## src/rtl/fpu_pkg.sv

```systemverilog
// Shared encodings for the FP issue path: opcodes, rounding modes, exception
// flag positions and the issue arbiter's run/drain state.
package fpu_pkg;

  localparam logic [1:0] OP_ADD = 2'b00;
  localparam logic [1:0] OP_SUB = 2'b01;
  localparam logic [1:0] OP_MUL = 2'b10;
  localparam logic [1:0] OP_RSV = 2'b11;

  // Same 2-bit encoding the rounding stage decodes.
  localparam logic [1:0] RM_RNE = 2'b00;
  localparam logic [1:0] RM_RTZ = 2'b01;
  localparam logic [1:0] RM_RUP = 2'b10;
  localparam logic [1:0] RM_RDN = 2'b11;

  // Bit positions inside the 5-bit {NV,DZ,OF,UF,NX} flag word.
  localparam int EXC_W  = 5;
  localparam int EXC_NX = 0;
  localparam int EXC_UF = 1;
  localparam int EXC_OF = 2;
  localparam int EXC_DZ = 3;
  localparam int EXC_NV = 4;

  typedef enum logic [1:0] {
    RUN   = 2'd0,
    DRAIN = 2'd1,
    IDLE  = 2'd2
  } arb_state_e;

endpackage

```

## src/rtl/fpu_issue_arbiter_rr_arbiter.sv

```systemverilog
// Round-robin arbiter: combinational grant scanning from ptr, pointer moves
// past the winner whenever the caller signals that the grant was taken.
module rr_arbiter #(
  parameter  int N  = 4,
  localparam int PW = (N > 1) ? $clog2(N) : 1
) (
  input  logic          clk,
  input  logic          rst,
  input  logic [N-1:0]  req,
  input  logic          advance,
  output logic [N-1:0]  grant,
  output logic [PW-1:0] grant_idx
);

  logic [PW-1:0] ptr_q, ptr_d;
  logic [PW-1:0] idx;
  logic          found;

  // NOTE: every combinational output gets a default first so no path leaves it unassigned (no latch).
  always_comb begin
    grant     = '0;
    grant_idx = '0;
    found     = 1'b0;
    idx       = '0;
    for (int k = 0; k < N; k++) begin
      idx = PW'((int'(ptr_q) + k) % N);
      if (!found && req[idx]) begin
        found      = 1'b1;
        grant[idx] = 1'b1;
        grant_idx  = idx;
      end
    end
  end

  always_comb begin
    ptr_d = ptr_q;
    if (advance) begin
      ptr_d = (grant_idx == PW'(N - 1)) ? '0 : grant_idx + PW'(1);
    end
  end

  // NOTE: state registers use non-blocking assignments so all flops update together at the edge.
  always_ff @(posedge clk or posedge rst) begin
    if (rst) ptr_q <= '0;
    else     ptr_q <= ptr_d;
  end

endmodule

```

## src/rtl/fpu_issue_arbiter.sv

```systemverilog
// Shares one fixed-latency FP pipeline among NUM_REQ requesters: round-robin
// issue, tag shift register for result routing, per-requester credit and drain.
module fpu_issue_arbiter
  import fpu_pkg::*;
#(
  parameter int NUM_REQ  = 4,
  parameter int PIPE_LAT = 5,
  parameter int MAX_OUT  = 3
) (
  input  logic                 clk,
  input  logic                 rst,
  input  logic [NUM_REQ-1:0]   req_valid,
  output logic [NUM_REQ-1:0]   req_ready,
  input  logic [32*NUM_REQ-1:0] req_a,
  input  logic [32*NUM_REQ-1:0] req_b,
  input  logic [2*NUM_REQ-1:0] req_op,
  input  logic [2*NUM_REQ-1:0] req_mode,
  output logic                 pipe_valid,
  output logic [31:0]          pipe_a,
  output logic [31:0]          pipe_b,
  output logic [1:0]           pipe_op,
  output logic [1:0]           pipe_mode,
  input  logic                 pipe_res_valid,
  input  logic [31:0]          pipe_result,
  input  logic [EXC_W-1:0]     pipe_exc,
  output logic [NUM_REQ-1:0]   resp_valid,
  output logic [31:0]          resp_data,
  output logic [EXC_W-1:0]     resp_exc,
  input  logic                 drain_req,
  output logic                 drain_done,
  output logic                 busy,
  output logic                 err_mismatch
);

  localparam int IW = (NUM_REQ > 1) ? $clog2(NUM_REQ) : 1;
  localparam int CW = $clog2(MAX_OUT + 1);

  arb_state_e state_q, state_d;

  logic [NUM_REQ-1:0] eligible, grant, retire_hit;
  logic [IW-1:0]      grant_idx;
  logic               grant_any;

  logic [CW-1:0] cnt_q [NUM_REQ];
  logic [CW-1:0] cnt_d [NUM_REQ];

  logic          pipe_valid_q, pipe_valid_d;
  logic [IW-1:0] pipe_id_q, pipe_id_d;
  logic [31:0]   pipe_a_q, pipe_a_d, pipe_b_q, pipe_b_d;
  logic [1:0]    pipe_op_q, pipe_op_d, pipe_mode_q, pipe_mode_d;

  logic [PIPE_LAT-1:0] tag_v_q, tag_v_d;
  logic [IW-1:0]       tag_id_q [PIPE_LAT];
  logic [IW-1:0]       tag_id_d [PIPE_LAT];
  logic                tail_v;
  logic [IW-1:0]       tail_id;

  logic [NUM_REQ-1:0] resp_valid_q, resp_valid_d;
  logic [31:0]        resp_data_q, resp_data_d;
  logic [EXC_W-1:0]   resp_exc_q, resp_exc_d;
  logic               err_q, err_d;
  logic               cnt_busy;

  // Reset gates eligibility so req_ready is low while rst is held.
  always_comb begin
    eligible = '0;
    for (int i = 0; i < NUM_REQ; i++) begin
      eligible[i] = !rst && req_valid[i] && (cnt_q[i] < CW'(MAX_OUT)) &&
                    (state_q == RUN) && (req_op[2*i +: 2] != OP_RSV);
    end
  end

  assign grant_any = |grant;

  rr_arbiter #(.N(NUM_REQ)) u_rr (
    .clk       (clk),
    .rst       (rst),
    .req       (eligible),
    .advance   (grant_any),
    .grant     (grant),
    .grant_idx (grant_idx)
  );

  assign tail_v  = tag_v_q[PIPE_LAT-1];
  assign tail_id = tag_id_q[PIPE_LAT-1];

  always_comb begin
    pipe_valid_d = grant_any;
    pipe_id_d    = grant_idx;
    pipe_a_d     = pipe_a_q;
    pipe_b_d     = pipe_b_q;
    pipe_op_d    = pipe_op_q;
    pipe_mode_d  = pipe_mode_q;
    if (grant_any) begin
      pipe_a_d    = req_a[32*grant_idx +: 32];
      pipe_b_d    = req_b[32*grant_idx +: 32];
      pipe_op_d   = req_op[2*grant_idx +: 2];
      pipe_mode_d = req_mode[2*grant_idx +: 2];
    end

    // Stage 0 is fed from the issue register, so the tail lines up with the
    // result PIPE_LAT cycles after the pipeline samples pipe_valid.
    tag_v_d[0]  = pipe_valid_q;
    tag_id_d[0] = pipe_id_q;
    for (int k = 1; k < PIPE_LAT; k++) begin
      tag_v_d[k]  = tag_v_q[k-1];
      tag_id_d[k] = tag_id_q[k-1];
    end

    resp_valid_d = '0;
    resp_data_d  = resp_data_q;
    resp_exc_d   = resp_exc_q;
    if (tail_v && pipe_res_valid) begin
      resp_valid_d[tail_id] = 1'b1;
      resp_data_d           = pipe_result;
      resp_exc_d            = pipe_exc;
    end
    err_d = err_q | (tail_v ^ pipe_res_valid);

    // A tail without a result still returns its credit.
    cnt_busy = 1'b0;
    for (int i = 0; i < NUM_REQ; i++) begin
      retire_hit[i] = tail_v && (tail_id == IW'(i));
      cnt_d[i]      = cnt_q[i];
      if (grant[i] && !retire_hit[i])      cnt_d[i] = cnt_q[i] + CW'(1);
      else if (!grant[i] && retire_hit[i]) cnt_d[i] = cnt_q[i] - CW'(1);
      cnt_busy = cnt_busy | (cnt_q[i] != '0);
    end
  end

  assign busy = (|tag_v_q) || cnt_busy;

  always_comb begin
    state_d = state_q;
    unique case (state_q)
      RUN:     if (drain_req) state_d = DRAIN;
      DRAIN:   if (!drain_req) state_d = RUN;
               else if (!busy) state_d = IDLE;
      IDLE:    if (!drain_req) state_d = RUN;
      default: state_d = RUN;
    endcase
  end

  always_ff @(posedge clk or posedge rst) begin
    if (rst) begin
      state_q      <= RUN;
      pipe_valid_q <= 1'b0;
      pipe_id_q    <= '0;
      pipe_a_q     <= '0;
      pipe_b_q     <= '0;
      pipe_op_q    <= '0;
      pipe_mode_q  <= '0;
      tag_v_q      <= '0;
      for (int k = 0; k < PIPE_LAT; k++) tag_id_q[k] <= '0;
      for (int i = 0; i < NUM_REQ; i++)  cnt_q[i]    <= '0;
      resp_valid_q <= '0;
      resp_data_q  <= '0;
      resp_exc_q   <= '0;
      err_q        <= 1'b0;
    end else begin
      state_q      <= state_d;
      pipe_valid_q <= pipe_valid_d;
      pipe_id_q    <= pipe_id_d;
      pipe_a_q     <= pipe_a_d;
      pipe_b_q     <= pipe_b_d;
      pipe_op_q    <= pipe_op_d;
      pipe_mode_q  <= pipe_mode_d;
      tag_v_q      <= tag_v_d;
      for (int k = 0; k < PIPE_LAT; k++) tag_id_q[k] <= tag_id_d[k];
      for (int i = 0; i < NUM_REQ; i++)  cnt_q[i]    <= cnt_d[i];
      resp_valid_q <= resp_valid_d;
      resp_data_q  <= resp_data_d;
      resp_exc_q   <= resp_exc_d;
      err_q        <= err_d;
    end
  end

  assign req_ready    = grant;
  assign pipe_valid   = pipe_valid_q;
  assign pipe_a       = pipe_a_q;
  assign pipe_b       = pipe_b_q;
  assign pipe_op      = pipe_op_q;
  assign pipe_mode    = pipe_mode_q;
  assign resp_valid   = resp_valid_q;
  assign resp_data    = resp_data_q;
  assign resp_exc     = resp_exc_q;
  assign drain_done   = (state_q == IDLE);
  assign err_mismatch = err_q;

endmodule
```

## config.mk

```make
export PLATFORM = sky130hd
export DESIGN_NAME = fpu_issue_arbiter
export DESIGN_NICKNAME = d
export VERILOG_FILES = /design/src/rtl/fpu_pkg.sv /design/src/rtl/fpu_issue_arbiter_rr_arbiter.sv /design/src/rtl/fpu_issue_arbiter.sv
export SDC_FILE = /design/constraint.sdc
export NUM_CORES = 1
export LEC_CHECK = 0
export CAP_MARGIN = 25
export CORE_AREA = 2 2 169 171
export DETAILED_ROUTE_END_ITERATION = 10
export DIE_AREA = 0 0 171 173
export GPL_TIMING_DRIVEN = 0
export PLACE_DENSITY = 0.59
export SYNTH_ARGS = -nofsm -noshare
export SYNTH_HDL_FRONTEND = slang
export SYNTH_HIERARCHICAL = 1
export SYNTH_SLANG_ARGS = --single-unit
```

## constraint.sdc

```tcl
create_clock -name clk -period 8.7 [get_ports clk]
set_input_delay 2.61 -clock clk [delete_from_list [all_inputs] [get_ports clk]]
set_output_delay 2.61 -clock clk [all_outputs]
set_load 0.05 [all_outputs]
```

== Yosys cells after proc, flatten, opt, wreduce, memory -nomap -nowiden ==
Cells that the tools add are included.
Storage, ports and cells
  output and inout port bits: 117
  word-level logic and storage cells: 180
  flip-flop bits (word level): 140
  input port bits: 317
Operators by class
  magnitude comparators: 14
  add/sub/neg operators: 12
  shift-type cells: 4
  eq/ne operators: 13
  bitwise logic cells: 8
  reduce and logical (&&, ||, !) cells: 63
  muxes and demuxes: 44
Operators by type and width (number)
  $shiftx A128 B8 Y32: 2
  $logic_and A1 B1 Y1: 37
  $mux W2: 17
  $mux W4: 5
  $reduce_bool A2 Y1: 8
  $shiftx A8 B4 Y2: 2
  $lt A2 B3 Y1 const B: 5
  $add A2 B1 Y2 const B: 6
  $logic_not A1 Y1: 12
  $mux W1: 12
  $ne A2 B2 Y1 const B: 6
  $or A4 B4 Y4: 3
  $demux W1 S2: 5
  $ge A2 B1 Y1 const B: 5
  $bmux W1 S2: 4
  $eq A2 B2 Y1 const B: 4
  $lt A2 B2 Y1 const B: 4
  $sub A2 B1 Y2 const B: 4
  $pmux W2 S3: 1
  $reduce_or A5 Y1: 1
  $add A2 B2 Y2 const B: 2
  $eq A2 B1 Y1 const B: 2
  $logic_not A2 Y1: 2
  $or A1 B1 Y1: 4
  other kinds (5): 5

== Logic depth before layout (Yosys ltp) ==
  depth after elaboration: 21
  depth in mapped cells: 16
  depth with buffers taken out: 12

== Cells and area by module ==
The synthesis kept the hierarchy.
By module, submodules not included
  fpu_issue_arbiter: instances 1, area an instance 6727.7 um^2, cells an instance 394, seq. area each 3453.3 um^2
  rr_arbiter: instances 1, area an instance 558.0 um^2, cells an instance 65, seq. area each 50.0 um^2

== Least setup slack after synthesis ==
OpenSTA, ideal clock, no wires.
  path type: input -> output
  from: input req_op[1]
  to: output req_ready[2]
  data arrival time: 5028 ps
  cell stages on the path: 7
  setup slack: 1062 ps
  required time: 6090 ps
  buffers on the path: 1
  cells stage by stage: a22oi_1 -> and3_1 -> buf_2 -> mux4_2 -> nor2b_4 -> a22oi_1 -> o21ai_0
On the way
  word-level cells in the longest chain between the ends: 14
  elaborated cells on any way between the ends: 26
  classes of those cells: eq/ne: 1; mux: 15; bitwise: 3; reduce/logical: 7
Ends and longest elaborated chain
  from (decl): line fpu_issue_arbiter.sv:16  | input logic [2*NUM_REQ-1:0] req_op,
  $ne A2 B2 Y1 (*): line fpu_issue_arbiter.sv:69  | (state_q == RUN) && (req_op[2*i +: 2] != OP_RSV);
  $logic_and A1 B1 Y1 (*): line fpu_issue_arbiter.sv:69
  net eligible[0]: line fpu_issue_arbiter.sv:40  | logic [NUM_REQ-1:0] eligible, grant, retire_hit;
  $bmux W1 S2: line fpu_issue_arbiter_rr_arbiter.sv:27  | if (!found && req[idx]) begin
  $mux W1 (implied by the code): line fpu_issue_arbiter_rr_arbiter.sv:27
  $mux W1: line fpu_issue_arbiter_rr_arbiter.sv:27
  $logic_not A1 Y1: line fpu_issue_arbiter_rr_arbiter.sv:27
  $logic_and A1 B1 Y1: line fpu_issue_arbiter_rr_arbiter.sv:27
  $mux W1: line fpu_issue_arbiter_rr_arbiter.sv:27
  $logic_not A1 Y1: line fpu_issue_arbiter_rr_arbiter.sv:27
  $logic_and A1 B1 Y1: line fpu_issue_arbiter_rr_arbiter.sv:27
  $mux W1: line fpu_issue_arbiter_rr_arbiter.sv:27
  $logic_not A1 Y1: line fpu_issue_arbiter_rr_arbiter.sv:27
  $logic_and A1 B1 Y1: line fpu_issue_arbiter_rr_arbiter.sv:27
  $mux W4 (*): line fpu_issue_arbiter_rr_arbiter.sv:27
  to (decl): line fpu_issue_arbiter.sv:13  | output logic [NUM_REQ-1:0] req_ready,
The timed path passes the listed nets; every way through them passes the cells marked *. The select of a mux whose other input is x is not followed.

== Worst setup path in the final report ==
  from: input rst
  to: output req_ready[1]
On the way
  word-level cells in the longest chain between the ends: 17
  elaborated cells on any way between the ends: 41
  classes of those cells: mux: 15; bitwise: 3; reduce/logical: 23
Ends and longest elaborated chain
  from (decl): line fpu_issue_arbiter.sv:11  | input logic rst,
  $logic_not A1 Y1 (no source line) (*)
  $logic_and A1 B1 Y1 (*) (3 in series): line fpu_issue_arbiter.sv:68  | eligible[i] = !rst && req_valid[i] && (cnt_q[i] < CW'(MAX_OUT)) &&
  $logic_and A1 B1 Y1 (*): line fpu_issue_arbiter.sv:69
  net eligible[0]: line fpu_issue_arbiter.sv:40
  $bmux W1 S2: line fpu_issue_arbiter_rr_arbiter.sv:27
  $mux W1 (implied by the code): line fpu_issue_arbiter_rr_arbiter.sv:27
  $mux W1: line fpu_issue_arbiter_rr_arbiter.sv:27
  $logic_not A1 Y1: line fpu_issue_arbiter_rr_arbiter.sv:27
  $logic_and A1 B1 Y1: line fpu_issue_arbiter_rr_arbiter.sv:27
  $mux W1: line fpu_issue_arbiter_rr_arbiter.sv:27
  $logic_not A1 Y1: line fpu_issue_arbiter_rr_arbiter.sv:27
  $logic_and A1 B1 Y1: line fpu_issue_arbiter_rr_arbiter.sv:27
  $mux W1: line fpu_issue_arbiter_rr_arbiter.sv:27
  $logic_not A1 Y1: line fpu_issue_arbiter_rr_arbiter.sv:27
  $logic_and A1 B1 Y1: line fpu_issue_arbiter_rr_arbiter.sv:27
  $mux W4 (*): line fpu_issue_arbiter_rr_arbiter.sv:27
Marks and branches as above.

==> metrics.txt <==
synthesized area=7290 um2; # diodes=0; CP Buf/Inv Count=3; CP Launch Point=rst; critical path peak fanout=10; Mean Syn Cell Area=15.9 um2; Reg2Reg Setup Slack=4340 ps; overall power=1.58 mW; Synth Warn #=6; Post-synth EDFFs=0; clk_skew=14.2 ps; vias in the first global route=6363; PnR worst setup slack=480 ps; status=complete, no violations; Worst Hold Path EP=tag_id_d[0]; DRC=0; ANT nets after route=0; Die W=171 um; minimum clock period=8220 ps; FF/Latch Area=3500 um2; first-pass GRT wire length=39.5 mm; CTS tree=built; Final HPWL DP=21.7 mm; Max VDD drop=0.0994 mV; setup violators final=0; max_slew headroom=0.390; Synth Register Bits=140; vias=5954; DR pass1 iterations=4; GRT Total Usage=0.181; hold crit path type=flip-flop to flip-flop; worst path required time=6090 ps; Max stage delay on crit path=600 ps; final hold vios=0; layout cells sized above 1=0.256; NumNets Final=1240; fraction of registers with async set/reset=1.00; post-synthesis sequential area ratio=0.481; CP cell instances=clkdlybuf4s50_1 > nor3_1 > and3_1 > buf_2 > mux4_2 > nor2b_4 > a22oi_1 > o21ai_0 > dlymetal6s2s_1; Crit path max-delay family=buffers and inverters; PD cells=124 nW/um2; worst hold slack=350 ps; Arr. time, crit path=5610 ps; drt initial violations=184; # Max-Cap Violations=0; TritonCTS Buffers=17; final WL=26.8 mm; die area=29600 um2; Syn Nets=787; fin. max-slew vios=0; FP Rows=61; RR Endpoint=pipe_b[4]; pre-CTS WS=-6.05 ps; Core ar.=27600 um2; Root Driver=clkbuf_16; GRT overflow=0; R2R depth=13; hold path start=tag_id_d[2]; fin crit share=0.945; PortBufs=433; crit path capture type=output pin; Vias/cell=4.57; Worst-Skew Late Latency=430 ps; Initial Utilization=0.264; area of the multi-input gates=3550 um2; CP max-delay cell=clkdlybuf4s50_1; Worst-Margin Slew=908 ps; H-tree levels=4; routed length per instance=20.6 um; Setup CP Type=input pin to output pin; area delta synth->final=74.7%; die height=173 um; count of cell types in the netlist=45; RSZ-0062 raised after global routing=false; Fill cells=2559; routability cong.=0.856; CTS sink cnt=140; # IOs=434; Longest Clk Path Bufs=2; Clock Pin Slew Worst Setup and Hold Paths=60 ps; hold path depth=0; initial antenna violation count=0; leak pwr=5.32 nW; Syn Inst Count=459; startpoint types=input pin; largest net degree at the start of global routing=91; Max Fclk=122 MHz; Synth Flop Type=dfrtp_1
[flip-flops by register name, summed over array words and instances (netlist names), 4 cells and up, named ones only]
name        flops
tag_v_q         5
resp_valid      4
cnt_q           8
resp_data      32
pipe_b         32
pipe_a         32
tag_id_d        8
resp_exc        5
[Yosys cell counts, types with 3 or more instances]
cell type	n	area share
mux4_2	72	0.22
buf_4	3	0.0031
a22oi_1	12	0.012
o21ai_0	4	0.0027
ha_1	11	0.019
nand2_1	6	0.0031
xnor2_1	4	0.0048
buf_2	13	0.0089
xor2_1	8	0.0096
mux2_2	105	0.16
nor3_1	3	0.0021
buf_8	3	0.0062
clkbuf_1	9	0.0046
and3_1	6	0.0052
inv_1	9	0.0046
nor2_1	12	0.0062
dfrtp_1	140	0.48
[layout make-up]
cell class,count,area share
timing repair buffer,434,0.343
multi-input combinational,278,0.279
sequential,140,0.275
tap,378,0.0372
clock buffer,17,0.0334
buffer,32,0.0154
clock inverter,15,0.0131
inverter,9,0.00305
[worst max-delay path by stage]
stage | cells past startpoint | to | slack [ps]
floorplan | 7 | req_ready[2] | 1060
global placement | 2 | resp_data[10] | 30
detailed placement | 9 | req_ready[0] | -6
CTS | 9 | req_ready[1] | 10
global route | 10 | req_ready[1] | 230
finish | 9 | req_ready[1] | 480
[what timing repair did]
action | in CTS | in global routing
hold endpoints to repair | 0 | 0
buffers inserted | 0 | 0
endpoints found under the setup margin | 1 | 4
resized for setup | 1 | 4
hold buffers | 0 | 0
[per-stage QoR]
stage | TNS [ps] | util | area [um2] | cells
2_1_floorplan | 0 | - | 7290 | 459
3_3_place_gp | 0 | 0.438 | 12100 | 1270
3_5_place_dp | -6.05 | 0.439 | 12100 | 1271
4_1_cts | 0 | 0.460 | 12700 | 1303
5_1_grt | 0 | 0.461 | 12700 | 1303
6_report | 0 | 0.461 | 12700 | 1303
[layout by cell type, fill, tap and decap left out, types with 3 or more instances in the layout]
cell	Yosys	final
clkdlybuf4s50_1	0	429
dfrtp_1	140	140
mux2_2	105	105
mux4_2	72	72
clkbuf_16	0	17
buf_2	13	13
nor2_1	12	12
a22oi_1	12	12
ha_1	11	11
clkbuf_1	9	9
inv_1	9	8
inv_6	0	8
xor2_1	8	8
and3_1	6	6
nand2_1	6	6
xnor2_1	4	4
dlymetal6s2s_1	0	4
buf_4	3	3
buf_8	3	3
nor3_1	3	3
o21ai_0	4	3
inv_8	0	3
o21ai_1	2	3
[report_power, final]
part / switching [mW] / leakage (nW) / total, mW / internal (mW)
Combinational: 0.0421 / 3.12 / 0.187 / 0.145
Sequential: 0.000244 / 1.91 / 0.651 / 0.651
Clock: 0.333 / 0.289 / 0.742 / 0.409
Total: 0.375 / 5.32 / 1.58 / 1.21
[routing by layer]
metal	vias to the layer above	track usage	part of all wire
met4	0	0.0491	0.015
met1	2955	0.215	0.39
met3	19	0.0609	0.094
met5	-	0	0
met2	294	0.313	0.50
li1	2686	-	-
[cell families after synthesis]
group                      share of synthesized area
AOI/OAI and AO/OA                             0.0292
adders and majority gates                     0.0189
and+or+nand+nor                               0.0374
buffers and inverters                         0.0316
xor gates and xnor gates                      0.0144
muxes                                          0.388
DFF                                            0.481
Power figures use the tool's default switching activity.
